$ cat src/rtl/miner_pkg.sv
// Shared types and helpers for the mining core: dispatcher state encoding,
// header byte-order conversion and the nonce-space ceiling.
package miner_pkg;

    typedef enum logic [2:0] {
        IDLE,
        ISSUE,
        WAIT,
        FOUND,
        EXHAUST
    } nbc_state_t;

    localparam logic [31:0] NONCE_MAX = 32'hFFFF_FFFF;

    // Header words are kept in stored byte order; arithmetic happens on the
    // byte-reversed (numeric) view.
    function automatic logic [31:0] bswap32(input logic [31:0] w);
        return {w[7:0], w[15:8], w[23:16], w[31:24]};
    endfunction

endpackage

$ cat src/rtl/prio_enc_lsb.sv
// Lowest-set-bit priority encoder: returns the index of the least significant
// asserted request plus a flag telling whether any request is asserted.
module prio_enc_lsb #(
    parameter int N = 3,
    parameter int W = (N > 1) ? $clog2(N) : 1
) (
    input  logic [N-1:0] req,
    output logic [W-1:0] idx,
    output logic         any
);

    // Scan from the top down so the lowest set bit is the last one written.
    always_comb begin
        idx = '0;
        for (int i = N - 1; i >= 0; i--) begin
            if (req[i]) idx = W'(i);
        end
    end

    assign any = |req;

endmodule

$ cat src/rtl/nonce_batch_ctrl.sv
// Nonce/time dispatcher for NUM_ENG hash engines: issues nonce batches,
// collects completions, reports the winning engine or nonce-space exhaustion.
module nonce_batch_ctrl
    import miner_pkg::*;
#(
    parameter int NUM_ENG = 3,
    parameter int IDX_W   = (NUM_ENG > 1) ? $clog2(NUM_ENG) : 1,
    parameter int TICK_W  = 4
) (
    input  logic                  clk,
    input  logic                  rst,
    input  logic                  en,
    input  logic                  job_load,
    input  logic [31:0]           job_time,
    input  logic [31:0]           job_nonce,
    input  logic                  sec_tick,
    input  logic [NUM_ENG-1:0]    eng_done,
    input  logic [NUM_ENG-1:0]    eng_found,
    output logic [NUM_ENG-1:0]    eng_start,
    output logic [NUM_ENG*32-1:0] eng_nonce,
    output logic [31:0]           hdr_time,
    output logic                  busy,
    output logic                  found_vld,
    output logic [IDX_W-1:0]      found_idx,
    output logic [31:0]           found_nonce,
    output logic [31:0]           found_time,
    output logic                  inc_vrn_flg
);

    nbc_state_t state_q, state_d;

    logic [32:0]        base_q;
    logic [31:0]        time_q;
    logic [TICK_W-1:0]  tick_q;
    logic [NUM_ENG-1:0] active_q;
    logic [NUM_ENG-1:0] done_q;
    logic [NUM_ENG-1:0] found_q;
    logic [31:0]        nonce_q [NUM_ENG];

    logic [32:0]        next_base;
    logic [32:0]        base_d;
    logic [31:0]        nonce_nxt [NUM_ENG];
    logic [NUM_ENG-1:0] active_nxt;
    logic [NUM_ENG-1:0] done_all;
    logic [NUM_ENG-1:0] found_all;
    logic               batch_done;
    logic               exhausted;
    logic               found_any;
    logic [IDX_W-1:0]   win_idx;
    logic [TICK_W-1:0]  tick_inc;
    logic [TICK_W-1:0]  tick_eff;

    logic start_wait;
    logic next_batch;
    logic go_found;
    logic go_exhaust;
    logic enter_issue;

    // Completion bookkeeping includes this cycle's pulses; inactive engines never count.
    assign done_all   = done_q | (eng_done & active_q);
    assign found_all  = found_q | (eng_done & eng_found & active_q);
    assign batch_done = (done_all == active_q);

    assign next_base  = base_q + 33'(NUM_ENG);
    assign exhausted  = (active_q != {NUM_ENG{1'b1}}) || (next_base > {1'b0, NONCE_MAX});

    assign tick_inc   = (&tick_q) ? tick_q : tick_q + 1'b1;
    assign tick_eff   = sec_tick ? tick_inc : tick_q;

    prio_enc_lsb #(
        .N (NUM_ENG),
        .W (IDX_W)
    ) u_found_enc (
        .req (found_all),
        .idx (win_idx),
        .any (found_any)
    );

    assign enter_issue = job_load | next_batch;
    assign base_d      = job_load ? {1'b0, bswap32(job_nonce)} : next_base;

    always_comb begin
        logic [32:0] cand;
        cand       = '0;
        active_nxt = '0;
        for (int i = 0; i < NUM_ENG; i++) begin
            cand          = base_d + 33'(i);
            nonce_nxt[i]  = bswap32(cand[31:0]);
            active_nxt[i] = (cand <= {1'b0, NONCE_MAX});
        end
    end

    // NOTE: every combinational output gets a default first so no path can infer a latch.
    always_comb begin
        state_d    = state_q;
        start_wait = 1'b0;
        next_batch = 1'b0;
        go_found   = 1'b0;
        go_exhaust = 1'b0;
        if (job_load) begin
            state_d = ISSUE;
        end else if (en) begin
            case (state_q)
                ISSUE: begin
                    state_d    = WAIT;
                    start_wait = 1'b1;
                end
                WAIT: begin
                    if (batch_done) begin
                        if (found_any) begin
                            state_d  = FOUND;
                            go_found = 1'b1;
                        end else if (exhausted) begin
                            state_d    = EXHAUST;
                            go_exhaust = 1'b1;
                        end else begin
                            state_d    = ISSUE;
                            next_batch = 1'b1;
                        end
                    end
                end
                default: ;
            endcase
        end
    end

    // NOTE: sequential state uses non-blocking assignments so every register samples pre-edge values.
    always_ff @(posedge clk or negedge rst) begin
        if (!rst) state_q <= IDLE;
        else      state_q <= state_d;
    end

    // NOTE: the nonce array is reset like any other register because it drives outputs that must read zero out of reset.
    always_ff @(posedge clk or negedge rst) begin
        if (!rst) begin
            base_q      <= '0;
            time_q      <= '0;
            tick_q      <= '0;
            active_q    <= '0;
            done_q      <= '0;
            found_q     <= '0;
            found_vld   <= 1'b0;
            found_idx   <= '0;
            found_nonce <= '0;
            found_time  <= '0;
            inc_vrn_flg <= 1'b0;
            for (int i = 0; i < NUM_ENG; i++) nonce_q[i] <= '0;
        end else begin
            // Ticks seen up to the completing cycle are folded into the next batch's time.
            if (job_load) begin
                time_q <= bswap32(job_time);
                tick_q <= '0;
            end else if (next_batch) begin
                time_q <= time_q + 32'(tick_eff);
                tick_q <= '0;
            end else if (sec_tick && state_q != IDLE) begin
                tick_q <= tick_inc;
            end

            if (enter_issue) begin
                base_q   <= base_d;
                active_q <= active_nxt;
                for (int i = 0; i < NUM_ENG; i++) nonce_q[i] <= nonce_nxt[i];
            end

            if (job_load || start_wait) begin
                done_q  <= '0;
                found_q <= '0;
            end else if (state_q == WAIT) begin
                done_q  <= done_all;
                found_q <= found_all;
            end

            if (job_load) begin
                found_vld   <= 1'b0;
                found_idx   <= '0;
                found_nonce <= '0;
                found_time  <= '0;
                inc_vrn_flg <= 1'b0;
            end else begin
                if (go_found) begin
                    found_vld   <= 1'b1;
                    found_idx   <= win_idx;
                    found_nonce <= nonce_q[win_idx];
                    found_time  <= bswap32(time_q);
                end
                if (go_exhaust) inc_vrn_flg <= 1'b1;
            end
        end
    end

    for (genvar g = 0; g < NUM_ENG; g++) begin : g_nonce_out
        assign eng_nonce[g*32 +: 32] = nonce_q[g];
    end

    // A job_load in the issue cycle supersedes the batch, so it must not start engines.
    assign eng_start = (state_q == ISSUE && en && !job_load) ? active_q : '0;
    assign hdr_time  = bswap32(time_q);
    assign busy      = (state_q == ISSUE) || (state_q == WAIT);

endmodule

$ cat config.mk
export PLATFORM = sky130hd
export DESIGN_NAME = nonce_batch_ctrl
export DESIGN_NICKNAME = d
export VERILOG_FILES = /design/src/rtl/miner_pkg.sv /design/src/rtl/prio_enc_lsb.sv /design/src/rtl/nonce_batch_ctrl.sv
export SDC_FILE = /design/constraint.sdc
export NUM_CORES = 1
export LEC_CHECK = 0
export BUFFER_PORTS_ARGS = -buffer_cell sky130_fd_sc_hd__buf_4
export CORE_MARGIN = 2
export CORE_UTILIZATION = 56
export DETAILED_ROUTE_END_ITERATION = 10
export PLACE_DENSITY = 0.81
export SLEW_MARGIN = 20
export SYNTH_ARGS = -nofsm -noshare
export SYNTH_HDL_FRONTEND = slang
export SYNTH_SLANG_ARGS = --single-unit
export TNS_END_PERCENT = 30
$ cat constraint.sdc
create_clock -name clk -period 6.7 [get_ports clk]
set_input_delay 0.335 -clock clk [delete_from_list [all_inputs] [get_ports clk]]
set_output_delay 0.335 -clock clk [all_outputs]
set_load 0.05 [all_outputs]
Word-level counts from Yosys, hierarchy flattened:

Cells that the tools add are included.

* bits in registers: 245
* latch bits: 0
* memory bits (writable): 0
* bits in read-only memories: 0
* bits of input ports: 75
* output and inout bits: 200
* memories: 0

* $add $sub $neg: 5
* $mul: 0
* divide/modulo/power cells: 0
* order comparisons: 5
* eq/ne operators: 5
* shift operators: 0
* mux-type cells: 55
* bitwise logic cells: 7
* reductions and logical operators: 18

Operators with widths (count)
* 32-bit 2-to-1 mux: 8
* 33-bit by 32-bit less-or-equal comparator with 1-bit output (second input constant): 3
* 33-bit by 2-bit adder with 33-bit output (second input constant): 2
* 32-bit binary-select mux with 2-bit select: 1
* 33-bit by 1-bit adder with 33-bit output (second input constant): 1
* 33-bit by 32-bit > comparator with 1-bit output (second input constant): 1
* 33-bit 2-to-1 mux: 1
* 32-bit by 4-bit adder with 32-bit output: 1
* 3-bit 2-to-1 mux: 10
* 1-bit 2-to-1 mux: 24
* 4-bit 2-to-1 mux: 5
* 2-bit 2-to-1 mux: 5
* 2-bit nonzero test: 5
* 3-bit bitwise AND: 3
* 3-bit nonzero test: 3
* 3-bit != test (second input constant): 2
* 3-bit OR: 2
* 3-bit one-hot mux with 2 select lines: 1
* 4-bit by 1-bit adder with 4-bit output (second input constant): 1
* 4-bit AND reduction: 1
* 3-bit by 1-bit equality test with 1-bit output (second input constant): 1
* 3-bit by 2-bit equality test with 1-bit output (second input constant): 1
* 3-bit equality test: 1
* 3-bit greater-or-equal comparator (second input constant): 1
* other kinds (7): 11

Depth between registers and ports, before layout:

* word-level depth: 12
* gate-level depth with buffers: 23

Cells and area by module:

A second synthesis with hierarchy kept.

* cell total of the unflattened synthesis: 1512
* area, all modules: 12851.1 um^2

Modules (own cells, without submodules)
* nonce_batch_ctrl: times used 1, cells an instance 1509, area each 12831.1 um^2, seq. area each 5305.1 um^2
* prio_enc_lsb: times used 1, cells an instance 3, area each 20.0 um^2, seq. area each 0.0 um^2

Worst setup path after synthesis:

OpenSTA, ideal clock, no wires.

* kind: flip-flop to flip-flop
* start: register base_q[0]
* end: register active_q[1]
* arrival: 4.635 ns
* data required time: 6.561 ns
* slack: 1.926 ns
* cell stages (with the launch flop): 23
* buffers on the path: 4
* period minus slack after synthesis: 4.774 ns
* cell sequence: dfrtp_1 -> buf_2 -> inv_1 -> ha_1 -> clkbuf_1 -> and4b_1 -> buf_2 -> nand4_1 -> buf_2 -> or4b_1 -> a31oi_1 -> and2_1 -> or3b_1 -> nor2_1 -> ha_1 -> nor3b_1 -> nand4_1 -> a2111oi_0 -> nand4_1 -> nor4_1 -> nand4_1 -> nor4_1 -> a21oi_1

* cells in the longest elaborated chain, start to end: 10

RTL lines
* start: declaration: RTL line nonce_batch_ctrl.sv:32 `logic [32:0] base_q;`
* start signal: assignment: RTL line nonce_batch_ctrl.sv:161 `base_q <= base_d;`
* 33-bit by 2-bit adder with 33-bit output *: RTL line nonce_batch_ctrl.sv:64 `assign next_base = base_q + 33'(NUM_ENG);`
* parallel branches: the longest is 9 deep, another holds 33-bit by 1-bit adder with 33-bit output
* end signal: assignment: RTL line nonce_batch_ctrl.sv:162 `active_q <= active_nxt;`
* end: declaration: RTL line nonce_batch_ctrl.sv:35 `logic [NUM_ENG-1:0] active_q;`

Every way passes the cells marked *.
A chain may end at the register's enable or synchronous reset.

Final worst setup path:

Ends and elaborated chain as after synthesis.

==> results.md <==
- WP data arrival: 6.23 ns
- Normalized max-slew margin: 26.3%
- Yosys top cell area share: 40.4%
- Final worst clock skew: between 0.01 and 0.015 ns
- Clock Tree Buf Depth: 3
- Psw: around 1.6 mW
- DP HPWL: 32,600 µm
- Gate power share: 28.0%
- CTS tree: yes
- FILL cells: 1,931
- Antenna Cells: 0
- Post-Syn Area: 0.0131 mm²
- Crit. End Element: register
- FMAX: 171 MHz
- Antenna violations before repair: 0
- Synthesized flop and latch total: 212
- Bufs and invs on worst path: 1
- CP startpoint kind: register
- Fin crit period: 5.84 ns
- Maximum vdd drop: 231 µV
- Final wirelength: 45,100 µm
- Critical path's top delay family: simple AND/OR/NAND/NOR gates
- Initial DRC count: 1,451
- Commonest non-fill, non-tap cells in the layout: buf_4 (291), nand2_1 (253), dfrtp_1 (212), nor2_1 (192), a21oi_1 (108)
- Pwr/cell area: 268 mW/mm²
- Final Hold Vio Count: 0
- Footprint of the multi-input gates: 0.00707 mm²
- Setup violators final: 0
- Num rows: 56
- CTS clk-pin slew, worst paths: 0.07 ns
- Fin. max-slew vios: 0
- PostCTS Resize Cnt: 0
- GPL Wtd Cong: between 1 and 1.5
- Avg Inst Size Synth: 8.31 µm²
- Die W: 157 µm
- P_int: ~2.7 mW
- Hold crit path type: in -> reg
- Post-route DRC: 0
- Reg2reg setup slack: 0.86 ns
- RR Startpoint: base_q[0]
- Sequential share of power: 36.5%
- CP max FO: 11
- RSZ-0062 raised after global routing: no
- Area of the die: 0.0247 mm²
- Vias in the first global route: 11,600
- DR vias/cell: 6.08
- Synth area leaders: dfrtp_1 (40%), nand2_1 (7.2%), nor2_1 (5.5%)
- First-pass GRT wire length: between 60,000 and 70,000 µm
- CP Class: reg -> reg
- Slowest stage delay, CP: 0.66 ns
- HP Start: job_time[18]
- Status: completed
- Reg area: 0.00531 mm²
- PortBufs: roughly 270
- CORE AREA: ~0.023 mm²
- Ports: 275
- Vias: 12,800
- Tot GR Track Use: a little over a third
- Max H-tree Level: 1
- Post-synth EDFFs: 0
- Register area share after synthesis: approximately two fifths
- Die Y: about 160 µm
- WP data required: 7.09 ns
- Critical-path top delay cell: o31ai_1
- Cells along the critical path: inv_1 -> ha_1 -> nand4b_2 -> nor4_4 -> a21o_1 -> nand3_1 -> o31ai_1 -> nand3_1 -> nor4_1 -> nand2_1 -> nor2_1 -> ha_1 -> nor3b_1 -> nand4_1 -> a2111oi_0 -> nand4_1 -> nor4_1 -> nand4_1 -> nor4_1 -> a21oi_1
- Clock network power share: a little over a third
- Distinct cells, synth: 79
- Max_cap viols: 0
- Worst-margin pin slew: roughly 1.1 ns
- Final nets: 1,851
- Largest net degree at the start of global routing: 133
- Root Buffer: clkbuf_16
- Initial Util: 56.5%
- Clock Latency Late Sink: 0.52 ns
- Drt wl/cell: 21.5 µm
- Endpoint of the worst register-to-register path: active_q[1]
- Sink Count: 212
- Post-route ant nets: 0
- Leak: 7.07 nW
- Cells after Synth: about 1,600
- Hold Worst Slack: 0.0255 ns
- TNS Setup: 0 ns
- Share of layout cells above drive strength 1: 20.9%
- Switching Fraction: 36.4%
- CTS buffer count: 24
- Hold path cells: 3
- Warnings, synthesis: 0
- Top FF cell, synth: dfrtp_1
- Total grt overflow: 0
- Asr flop ratio synth: between 90% and 100%
- Post-Syn Nets: 1,669
- Commonest non-fill, non-tap cell in the layout: buf_4
- Area grow syn2layout: 22.3%
- Top cell type by total area after synthesis: dfrtp_1
- Worst reg2reg path depth: 20
- Min-Delay Endpoint: time_q[10]
- Fin crit share: a little under 90%
- Pre-Repair DR Iteration Count: 5
-- metrics by stage --
stage,util [%],worst slack [ns],area (µm²),cells,power [mW]
2_1_floorplan,-,1.93,13100,1580,2.36
3_3_place_gp,64.9,1.19,15100,2053,2.76
3_5_place_dp,64.9,0.965,15100,2053,2.77
4_1_cts,68.9,0.937,16000,2097,4.29
5_1_grt,69.0,0.327,16100,2098,4.44
6_report,69.0,0.858,16100,2098,4.31
-- cell families (layout without fill, tap and decap cells) --
family	Yosys count	after routing	share of synthesized area, %
AOI/OAI and AO/OA	350	350	16.7
xor gates and xnor gates	99	99	6.60
adders and majority gates	14	14	1.39
buffers and inverters	165	364	6.00
DFF	212	212	40.4
muxes	45	45	3.51
and+or+nand+nor	695	695	25.4
-- power by group through the flow --
stage          combinational [mW]  sequential, mW  clock [mW]
5_1_grt                      1.27            1.58        1.59
2_1_floorplan               0.597            1.76           0
4_1_cts                      1.19            1.56        1.54
3_3_place_gp                 1.18            1.58           0
6_report                     1.21            1.57        1.53
3_5_place_dp                 1.18            1.59           0
-- cell type report --
type,count,share of cell area (%)
inverter,25,0.584
clock inverter,8,1.21
timing repair buffer,296,14.1
clock buffer,35,4.57
sequential,212,33.0
tap,319,2.49
multi-input combinational,1203,44.0
-- cell usage after synthesis, drive strengths merged (4+ instances only) --
library cell,number
xor2,40
o22ai,4
nor4,26
mux2i,36
o21ai,99
clkbuf,71
nand3,45
o31a,6
and2,11
o311ai,4
mux2,9
a211oi,35
nand2,254
dfrtp,212
ha,13
or2,6
or3,7
and4,8
buf,69
nand2b,11
nand4,41
nand4b,8
xnor2,59
and3,19
a21oi,108
o31ai,13
a21o,10
nor3b,5
inv,25
nor2b,11
nor2,193
a31oi,21
or4,12
o21a,7
o211ai,6
nor3,23
nor4b,5
-- worst min-delay path, cell delays in order --
cell and delay, ns:
buf_4 0.08, nand2_1 0.04, o21ai_0 0.06
-- worst max path at each step --
stage	startpoint	cells past startpoint	endpoint
floorplan	base_q[0]	22	active_q[1]
global placement	base_q[0]	20	active_q[1]
detailed placement	base_q[0]	19	active_q[1]
CTS	base_q[0]	19	active_q[1]
global route	base_q[0]	20	active_q[1]
finish	base_q[0]	20	active_q[1]
-- per-layer routing --
metal | share of wire (%) | global-route usage [%] | vias up
li1 | - | - | 5896
met1 | 41 | 48.9 | 6067
met2 | 46 | 55.9 | 677
met3 | 9.5 | 5.92 | 111
met4 | 3.7 | 12.6 | 0
met5 | 0 | 0 | -
-- timing repair --
| item | 4_1_cts | 5_1_grt |
|---|---|---|
| endpoints found under the setup margin | 0 | 0 |
| buffers inserted | 0 | 0 |
| endpoints found under the hold margin | 76 | 0 |
| hold buffers | 1 | 0 |
-- state kept, by name, indices dropped and copies added, names as in the netlist, 4 cells and up --
signal	count
found_time	32
time_q	32
found_nonce	32
base_q	33
eng_nonce	63
tick_q	4
(Power assumes the default switching activity.)
